`config.mk`:
```
export PLATFORM = sky130hd
export DESIGN_NAME = mac_unit_vert_seq
export DESIGN_NICKNAME = d
export VERILOG_FILES = /design/src/rtl/mac_unit_vert_seq.sv
export SDC_FILE = /design/constraint.sdc
export NUM_CORES = 1
export LEC_CHECK = 0
export BUFFER_PORTS_ARGS = -buffer_cell sky130_fd_sc_hd__buf_2
export CORE_MARGIN = 2
export CORE_UTILIZATION = 45
export DETAILED_ROUTE_END_ITERATION = 16
export GPL_ROUTABILITY_DRIVEN = 0
export GPL_TIMING_DRIVEN = 0
export PLACE_DENSITY_LB_ADDON = 0.3
export SLEW_MARGIN = 20
export SYNTH_ARGS = -nofsm -noshare
export SYNTH_HDL_FRONTEND = slang
export SYNTH_SLANG_ARGS = --single-unit
export TNS_END_PERCENT = 30
```
`constraint.sdc`:
```
create_clock -name clk -period 4.6 [get_ports clk]
set_input_delay 0.92 -clock clk [delete_from_list [all_inputs] [get_ports clk]]
set_output_delay 0.92 -clock clk [all_outputs]
set_load 0.01 [all_outputs]
```
`src/rtl/mac_unit_vert_seq.sv`:
```
// Vertical bit-column MAC: one weight bit-column per beat (MSB first), a 2-stage
// accumulate pipeline, and a saturated, rescaled result behind a valid/ready handshake.
module mac_unit_vert_seq #(
    parameter int DATA_WIDTH    = 8,
    parameter int VEC_LENGTH    = 32,
    parameter int MAX_COL       = 8,
    parameter int SUM_ACT_WIDTH = DATA_WIDTH + 3,
    parameter int ACC_WIDTH     = 32,
    parameter int RESULT_WIDTH  = 16,
    parameter int OUT_SHIFT     = 8,
    localparam int NUM_GROUPS   = VEC_LENGTH / 8,
    localparam int NUM_LANES    = VEC_LENGTH / 2,
    localparam int COL_WIDTH    = $clog2(MAX_COL)
) (
    input  logic                                        clk,
    input  logic                                        reset,
    input  logic [COL_WIDTH:0]                          cfg_num_col,
    input  logic                                        load_accum,
    input  logic [ACC_WIDTH-1:0]                        accum_prev,
    input  logic                                        col_valid,
    output logic                                        col_ready,
    input  logic [VEC_LENGTH-1:0][DATA_WIDTH-1:0]       act_in,
    input  logic [NUM_LANES-1:0][2:0]                   act_sel,
    input  logic [NUM_LANES-1:0]                        act_val,
    input  logic [NUM_GROUPS-1:0][SUM_ACT_WIDTH-1:0]    sum_act,
    input  logic [NUM_GROUPS-1:0]                       is_skip_zero,
    input  logic [2:0]                                  mul_const,
    input  logic                                        is_shift_mul,
    output logic                                        out_valid,
    input  logic                                        out_ready,
    output logic [RESULT_WIDTH-1:0]                     result,
    output logic                                        result_sat,
    output logic                                        busy,
    output logic [1:0]                                  dbg_state
);

    // Handshakes: a column beat transfers on a clk edge where col_valid && col_ready;
    // a result transfers on a clk edge where out_valid && out_ready. out_valid, result
    // and result_sat stay stable until that transfer.

    typedef enum logic [1:0] {S_IDLE, S_ACCUM, S_DRAIN, S_OUT} state_t;

    localparam logic [COL_WIDTH:0] NCOL_ONE = (COL_WIDTH+1)'(1);
    localparam logic [COL_WIDTH:0] NCOL_TWO = (COL_WIDTH+1)'(2);
    localparam logic [COL_WIDTH:0] NCOL_MAX = (COL_WIDTH+1)'(MAX_COL);
    localparam logic signed [ACC_WIDTH-1:0] RES_MAX =
        {{(ACC_WIDTH-RESULT_WIDTH+1){1'b0}}, {(RESULT_WIDTH-1){1'b1}}};
    localparam logic signed [ACC_WIDTH-1:0] RES_MIN =
        {{(ACC_WIDTH-RESULT_WIDTH+1){1'b1}}, {(RESULT_WIDTH-1){1'b0}}};

    state_t                        state_q, state_d;
    logic [COL_WIDTH:0]            ncol_q, ncol_d;
    logic [COL_WIDTH-1:0]          col_idx_q, col_idx_d;
    logic signed [ACC_WIDTH-1:0]   acc_q, acc_d;
    logic                          s1_valid_q, s1_valid_d;
    logic signed [ACC_WIDTH-1:0]   s1_term_q, s1_term_d;
    logic signed [ACC_WIDTH-1:0]   s1_mul_q, s1_mul_d;
    logic                          out_valid_q, out_valid_d;
    logic [RESULT_WIDTH-1:0]       result_q, result_d;
    logic                          result_sat_q, result_sat_d;

    logic signed [ACC_WIDTH-1:0]   lane_val [NUM_LANES];
    logic signed [ACC_WIDTH-1:0]   grp_true [NUM_GROUPS];
    logic signed [ACC_WIDTH-1:0]   sa_ext   [NUM_GROUPS];
    logic signed [ACC_WIDTH-1:0]   tot_chain [NUM_GROUPS+1];
    logic signed [ACC_WIDTH-1:0]   sa_chain  [NUM_GROUPS+1];

    assign tot_chain[0] = '0;
    assign sa_chain[0]  = '0;

    // Each lane picks one of five activations from its group's 8-wide window.
    for (genvar g = 0; g < NUM_GROUPS; g++) begin : g_grp
        logic signed [ACC_WIDTH-1:0] psum;
        for (genvar j = 0; j < 4; j++) begin : g_lane
            localparam int L = 4*g + j;
            localparam int B = 8*g + j;
            logic [DATA_WIDTH-1:0] picked;
            assign picked = (act_sel[L] == 3'd0) ? act_in[B]   :
                            (act_sel[L] == 3'd1) ? act_in[B+1] :
                            (act_sel[L] == 3'd2) ? act_in[B+2] :
                            (act_sel[L] == 3'd3) ? act_in[B+3] :
                            (act_sel[L] == 3'd4) ? act_in[B+4] : '0;
            assign lane_val[L] = act_val[L] ? ACC_WIDTH'($signed(picked)) : '0;
        end
        assign psum         = lane_val[4*g] + lane_val[4*g+1] + lane_val[4*g+2] + lane_val[4*g+3];
        assign sa_ext[g]    = ACC_WIDTH'($signed(sum_act[g]));
        assign grp_true[g]  = is_skip_zero[g] ? psum : sa_ext[g] - psum;
        assign tot_chain[g+1] = tot_chain[g] + grp_true[g];
        assign sa_chain[g+1]  = sa_chain[g] + sa_ext[g];
    end

    logic                          beat;
    logic [COL_WIDTH:0]            ncol_cfg;
    logic [COL_WIDTH:0]            ncol_eff;
    logic [COL_WIDTH:0]            ncol_m1;
    logic [COL_WIDTH:0]            ncol_m2;
    logic [COL_WIDTH-1:0]          cur_idx;
    logic                          cur_msb;
    logic signed [ACC_WIDTH-1:0]   tot_signed;
    logic signed [ACC_WIDTH-1:0]   beat_term;
    logic signed [ACC_WIDTH-1:0]   mc_ext;
    logic signed [ACC_WIDTH-1:0]   mul_prod;
    logic signed [ACC_WIDTH-1:0]   mul_term;
    logic signed [ACC_WIDTH-1:0]   acc_sh;

    assign col_ready = (state_q == S_IDLE) || (state_q == S_ACCUM);
    assign beat      = col_valid && col_ready;

    always_comb begin
        ncol_cfg = cfg_num_col;
        if (cfg_num_col == '0) begin
            ncol_cfg = NCOL_ONE;
        end else if (cfg_num_col > NCOL_MAX) begin
            ncol_cfg = NCOL_MAX;
        end
        ncol_eff = (state_q == S_IDLE) ? ncol_cfg : ncol_q;
        ncol_m1  = ncol_eff - NCOL_ONE;
        ncol_m2  = ncol_cfg - NCOL_TWO;

        // The first beat of a tile is always the MSB column.
        cur_idx  = (state_q == S_IDLE) ? ncol_m1[COL_WIDTH-1:0] : col_idx_q;
        cur_msb  = ({1'b0, cur_idx} == ncol_m1);

        tot_signed = cur_msb ? -tot_chain[NUM_GROUPS] : tot_chain[NUM_GROUPS];
        beat_term  = tot_signed <<< cur_idx;
        mc_ext     = {{(ACC_WIDTH-3){1'b0}}, mul_const};
        mul_prod   = sa_chain[NUM_GROUPS] * mc_ext;
        mul_term   = is_shift_mul ? (mul_prod <<< 3) : mul_prod;

        acc_sh     = acc_q >>> OUT_SHIFT;
    end

    always_comb begin
        state_d      = state_q;
        ncol_d       = ncol_q;
        col_idx_d    = col_idx_q;
        acc_d        = s1_valid_q ? (acc_q + s1_term_q + s1_mul_q) : acc_q;
        s1_valid_d   = beat;
        s1_term_d    = beat ? beat_term : s1_term_q;
        s1_mul_d     = beat ? mul_term  : s1_mul_q;
        out_valid_d  = out_valid_q;
        result_d     = result_q;
        result_sat_d = result_sat_q;

        case (state_q)
            S_IDLE: begin
                if (beat) begin
                    ncol_d = ncol_cfg;
                    acc_d  = load_accum ? $signed(accum_prev) : '0;
                    if (ncol_cfg == NCOL_ONE) begin
                        state_d = S_DRAIN;
                    end else begin
                        state_d   = S_ACCUM;
                        col_idx_d = ncol_m2[COL_WIDTH-1:0];
                    end
                end
            end
            S_ACCUM: begin
                if (beat) begin
                    if (col_idx_q == '0) begin
                        state_d = S_DRAIN;
                    end else begin
                        col_idx_d = col_idx_q - 1'b1;
                    end
                end
            end
            S_DRAIN: begin
                // Wait until the last stage-1 value has landed in the accumulator.
                if (!s1_valid_q) begin
                    state_d     = S_OUT;
                    out_valid_d = 1'b1;
                    if (acc_sh > RES_MAX) begin
                        result_d     = RES_MAX[RESULT_WIDTH-1:0];
                        result_sat_d = 1'b1;
                    end else if (acc_sh < RES_MIN) begin
                        result_d     = RES_MIN[RESULT_WIDTH-1:0];
                        result_sat_d = 1'b1;
                    end else begin
                        result_d     = acc_sh[RESULT_WIDTH-1:0];
                        result_sat_d = 1'b0;
                    end
                end
            end
            S_OUT: begin
                if (out_ready) begin
                    state_d     = S_IDLE;
                    out_valid_d = 1'b0;
                end
            end
            default: state_d = S_IDLE;
        endcase
    end

    always_ff @(posedge clk or negedge reset) begin
        if (!reset) begin
            state_q      <= S_IDLE;
            ncol_q       <= '0;
            col_idx_q    <= '0;
            acc_q        <= '0;
            s1_valid_q   <= 1'b0;
            s1_term_q    <= '0;
            s1_mul_q     <= '0;
            out_valid_q  <= 1'b0;
            result_q     <= '0;
            result_sat_q <= 1'b0;
        end else begin
            state_q      <= state_d;
            ncol_q       <= ncol_d;
            col_idx_q    <= col_idx_d;
            acc_q        <= acc_d;
            s1_valid_q   <= s1_valid_d;
            s1_term_q    <= s1_term_d;
            s1_mul_q     <= s1_mul_d;
            out_valid_q  <= out_valid_d;
            result_q     <= result_d;
            result_sat_q <= result_sat_d;
        end
    end

    assign out_valid  = out_valid_q;
    assign result     = result_q;
    assign result_sat = result_sat_q;
    assign busy       = (state_q != S_IDLE);
    assign dbg_state  = state_q;

endmodule

```
Word-level counts from Yosys, hierarchy flattened --
Cells that the tools add are included.
Storage, ports and cells: ROM bits 0, latch bits 0, memories 0, register bits 113, RAM bits 0
Cells by class: shifts and indexed selects 1, bitwise logic cells 1, divide/modulo/power cells 0, $add $sub $neg 28, multiplexer cells 129, equal/unequal tests 76, $lt $le $gt $ge 3, reduce and logical (&&, ||, !) cells 29, multipliers 1
Operators by type and width (count):
- two-way mux 32 bit | 25
- two-way mux 8 bit | 80
- adder 32 bit | 16
- subtractor 11 x 32 -> 32 bit | 4
- equality test 3 x 2 -> 1 bit, second input constant | 32
- zero test 3 bit | 17
- equality test 3 x 1 -> 1 bit, second input constant | 16
- equality test 3 bit, second input constant | 16
- adder 32 x 21 -> 32 bit | 1
- two-way mux 16 bit | 2
- negator 32 bit | 1
- <<< shifter 32 x 3 -> 32 bit | 1
- > comparator 24 x 16 -> 1 bit, second input constant | 1
- less-than comparator 24 x 16 -> 1 bit, second input constant | 1
- two-way mux 20 bit | 1
- multiplier 14 x 4 -> 18 bit | 1
- two-way mux 3 bit | 5
- adder 13 x 11 -> 14 bit | 1
- adder 12 x 11 -> 13 bit | 1
- adder 11 x 11 -> 12 bit | 1
- two-way mux 2 bit | 6
- two-way mux 4 bit | 3
- != test 2 bit, second input constant | 6
- AND reduction 5 bit | 2
- 21 further kinds | 28

Logic depth before layout (Yosys ltp) --
depth after elaboration 18, mapped depth 54, mapped depth without buffers 52

Worst setup path after synthesis --
Ideal clock, no wire load.
kind input port to flip-flop, start point in act_sel[15] (netlist name), end point reg s1_term_q[31], cell stages on the path 53, library setup time 137 ps, slack -7609 ps, required time 4463 ps, arrival time 12072 ps, path buffers 2, cells stage by stage clkbuf_1 > mux4_2 > a22oi_1 > nor2b_1 > fa_1 > inv_1 > fa_1 > inv_1 > ha_1 > fa_1 > a21oi_1 > nor2_1 > nor2_1 > o21bai_1 > a21oi_1 > o21bai_1 > a21o_1 > a21o_1 > [17 not listed] > fa_1 > inv_1 > ha_1 > clkbuf_1 > a21o_1 > a21o_1 > a21o_1 > a21oi_1 > o221ai_1 > a211oi_2 > o21ai_1 > or4b_1 > o31ai_2 > xnor2_1 > xnor3_1 > and4_1 > a2111oi_1 > o21ai_1
Between the ends: cells in the longest elaborated chain, start to end 18, elaborated cells on any way between the ends 22, those cells by class add/sub: 8; eq/ne: 4; shift: 1; mux: 8; reduce/logical: 1
RTL lines:
- from (decl) | line 23 | input logic [NUM_LANES-1:0][2:0] act_sel,
- equality test 3 bit | line 82 | (act_sel[L] == 3'd4) ? act_in[B+4] : '0;
- two-way mux 8 bit | line 82
- two-way mux 8 bit | line 81 | (act_sel[L] == 3'd3) ? act_in[B+3] :
- two-way mux 8 bit | line 80 | (act_sel[L] == 3'd2) ? act_in[B+2] :
- two-way mux 8 bit | line 79 | (act_sel[L] == 3'd1) ? act_in[B+1] :
- two-way mux 8 bit * | line 78 | assign picked = (act_sel[L] == 3'd0) ? act_in[B] :
- two-way mux 32 bit * | line 83 | assign lane_val[L] = act_val[L] ? ACC_WIDTH'($signed(picked)) : '0;
- adder 32 bit * (3 in a row) | line 85 | assign psum = lane_val[4*g] + lane_val[4*g+1] + lane_val[4*g+2] + lane_val[4*g+3];
- subtractor 11 x 32 -> 32 bit | line 87 | assign grp_true[g] = is_skip_zero[g] ? psum : sa_ext[g] - psum;
- two-way mux 32 bit * | line 87
- adder 32 bit * (3 in a row) | line 88 | assign tot_chain[g+1] = tot_chain[g] + grp_true[g];
- negator 32 bit | line 124 | tot_signed = cur_msb ? -tot_chain[NUM_GROUPS] : tot_chain[NUM_GROUPS];
- two-way mux 32 bit * | line 124
- <<< shifter 32 x 3 -> 32 bit * | line 125 | beat_term = tot_signed <<< cur_idx;
- to (signal assigned) | line 212 | s1_term_q <= s1_term_d;
- to (decl) | line 56 | logic signed [ACC_WIDTH-1:0] s1_term_q, s1_term_d;
Every way passes the cells marked *; elsewhere a longest branch is shown, timed or not. A chain may end at the register's enable or synchronous reset.

Final worst setup path --
Ends and elaborated chain as after synthesis.

==> key figures <==
Global routing
  • Total gr overflow: 0
  • Number of global-route vias before repair: ~30000
  • GRT Util Overall: 0.284
  • Largest net degree at the start of global routing: 63
  • Initial antenna violation count: 16
  • First-pass GRT wire length: about 160000 um

Worst setup path
  • Worst EP required: approximately 5 ns
  • CP Class: input pin to flip-flop
  • Crit path max-delay family: compound AO/OA/AOI/OAI gates
  • Bufs and invs on worst path: 9
  • CP endpoint kind: flip-flop
  • Crit-path max FO: 4
  • WP data arrival: ~12 ns
  • R2R Path Start: dbg_state[0]
  • Reg-to-reg slack, setup: -0.18 ns
  • Critical path launch point type: input pin
  • Critical path's most frequent cell: a21o_1
  • CP max stage delay: 0.60 ns
  • Levels on crit path: between 50 and 60
  • Cells on worst reg2reg path: 18
  • Reg-to-reg endpoint: s1_term_q[31]
  • Slowest-stage cell, CP: fa_1

Clock network
  • Cts hold-fix bufs: 0
  • Clk_lat worst skew: roughly 0.43 ns
  • CTS tree: done
  • CTS Root Buffer Type: clkbuf_16
  • Clk slew on worst S/H paths: 0.06 ns
  • CTS H-tree lvls: 4
  • TritonCTS buffer count: 17
  • CTS sink cnt: ~110
  • Clock Path Buffers: 2

Logic synthesis
  • Post-Synthesis Cells: about 3800
  • Syn Nets: 4665
  • Synth area leader: fa_1
  • Post-synth ARST share: 1.00
  • Syn Std Cell Area: about 31000 um2
  • Synth cell types: just under 100
  • Flops & latches, synth: ~110
  • Syn Area/Cell: roughly 8.1 um2
  • Post-synth top area share: 0.152
  • Ys Warns: 0
  • Largest cells by area after synthesis: fa_1 15%, ha_1 11%, dfrtp_1 9.3%, mux4_2 9.2%, a21oi_1 5.3%
  • Post-synth EDFFs: 0
  • Sequential fraction of the synthesis area: 0.0927
  • Main synth FF type: dfrtp_1

Run
  • Max-cap viol count: 0

STA
  • Final Slew Violations: 0
  • Final count of negative-setup-slack endpoints: between 40 and 50
  • Tmin final: between 10 and 15 ns
  • F_max: roughly 0.086 GHz
  • RSZ-0062 raised after global routing: true
  • Fin crit share: 2.52
  • Headroom to the max-slew limit: 0.230
  • Fin. Hold Viols: 0
  • Slew @ Worst Pin: 1.14 ns
  • Final worst setup slack: -7.01 ns
  • Clock Skews: around 0.008 ns
  • Final TNS setup: -168.25 ns
  • Worst hold slack: approximately 0.45 ns

Placement
  • DP Worst Slack: -8.62 ns
  • IO buf count: about 400
  • Hpwl dp: approximately 84000 um

Layout
  • Filler cell count: 6191
  • Layout Utilization: 0.557
  • Nets: 5207
  • Fraction of layout cells with a size suffix above 1: 0.252
  • Syn-to-layout area delta: 22.5%

Status
  • Status: complete, but fails checks
  • Failing checks: negative setup slack

Floorplanning
  • Die height: 264 um
  • Cell Rows: 95
  • Initial core utilization: 0.454
  • Die extent in x: about 260 um
  • Die area: 69900 um2
  • Ports: around 440
  • Core ar.: roughly 67000 um2

Drt
  • Mean number of vias per cell: approximately 6
  • 1st-iter DRT viols: 2652
  • WL final: ~100000 um
  • Vias: between 30000 and 40000
  • Avg WL per Cell: slightly below 20 um
  • Post-route ant nets: 0
  • Drt pass-1 iters: 6
  • Drc violations: 0

Worst hold path
  • Worst Hold Class: input pin to async pin
[registers in the layout, indices dropped and copies added (netlist names)]
register,count
result,16
out_valid,1
col_idx_q,3
dbg_state,2
acc_q,32
s1_term_q,32
result_sat,1
s1_mul_q,21
s1_valid_q,1
ncol_q,4
[layout by cell type (no fill, tap or decap), drive strengths merged, types with 76 or more instances in the layout]
cell	instances
clkbuf	133
xnor2	160
dfrtp	113
buf	563
nand3	76
nor2b	90
nand2	342
inv	372
a21oi	326
mux4	124
nor2	252
ha	267
o21ai	317
fa	231
a21o	85
[timing repair]
item	in CTS	in global routing
resized for setup	288	125
hold endpoints to repair	0	0
pin swaps	130	71
cloned	0	0
endpoints found under the setup margin	49	48
setup buffers	99	35
[worst reg2reg max path, delay by kind of cell (launching register included)]
kind | cells | cell delay, ns
AOI/OAI and AO/OA | 7 | 1.28
xor gates and xnor gates | 3 | 0.70
adders and majority gates | 2 | 0.51
buffers and inverters | 4 | 1.34
DFF | 1 | 0.43
and+or+nand+nor | 2 | 0.40
[through the flow]
step	std cells	area [um2]
final	5192	37400
after global routing	5189	37400
after CTS	5153	36600
after detailed placement	5029	34100
after global placement	5028	34100
after floorplan	3754	31000
[final cells by class]
cell class	count	area [um2]	share of cell area
Antenna cell	10	25.0	0.000669
Multi-Input combinational cell	3106	27500	0.736
Buffer	143	773	0.0207
Clock inverter	13	150	0.00402
Sequential cell	113	2830	0.0756
Clock buffer	19	453	0.0121
Timing Repair Buffer	534	3110	0.0833
Inverter	381	1440	0.0386
Tap cell	873	1090	0.0292
[per-layer routing]
layer / track usage / routed length, um
met3: 0.0327 / 6870
met4: 0.123 / 4950
met2: 0.498 / 49100
met5: 0 / 69
met1: 0.352 / 40800
[cell families (layout without fill, tap and decap cells)]
family	Yosys count	after routing	synth area share
compound gates	1123	1123	0.230
xor+xnor	223	223	0.0645
fa+ha+maj	499	499	0.261
buf+inv	535	1090	0.0666
flops	113	113	0.0927
mux	207	207	0.120
other cells	0	10	0
simple gates	1054	1054	0.165
[worst max path at each step]
stage               endpoint         from
6_report       s1_term_q[31]  act_sel[15]
5_1_grt        s1_term_q[31]  act_sel[15]
4_1_cts        s1_term_q[31]  act_sel[15]
3_5_place_dp   s1_term_q[31]   act_sel[9]
3_3_place_gp   s1_term_q[31]   act_sel[9]
2_1_floorplan  s1_term_q[31]  act_sel[19]
[cell usage after synthesis (17+ instances only)]
cell,count
inv_1,367
nand2_1,341
a21oi_1,325
o21ai_0,308
ha_1,267
nor2_1,252
fa_1,231
xnor2_1,160
clkbuf_1,124
mux4_2,124
dfrtp_1,113
nor2b_1,90
a21o_1,85
nand3_1,74
nor3_1,67
mux2i_1,64
nand2b_1,64
xor2_1,62
a22oi_1,60
o21bai_1,53
and2_1,41
a31oi_1,32
a21boi_0,30
o21a_1,28
a211oi_1,27
and3_1,27
a22o_1,26
buf_1,25
o31ai_1,19
mux2_2,18
o211ai_1,17
Power is left out: the tool's default activity adds up to more than one toggle a clock period on the data nets, which glitch-free logic cannot reach.
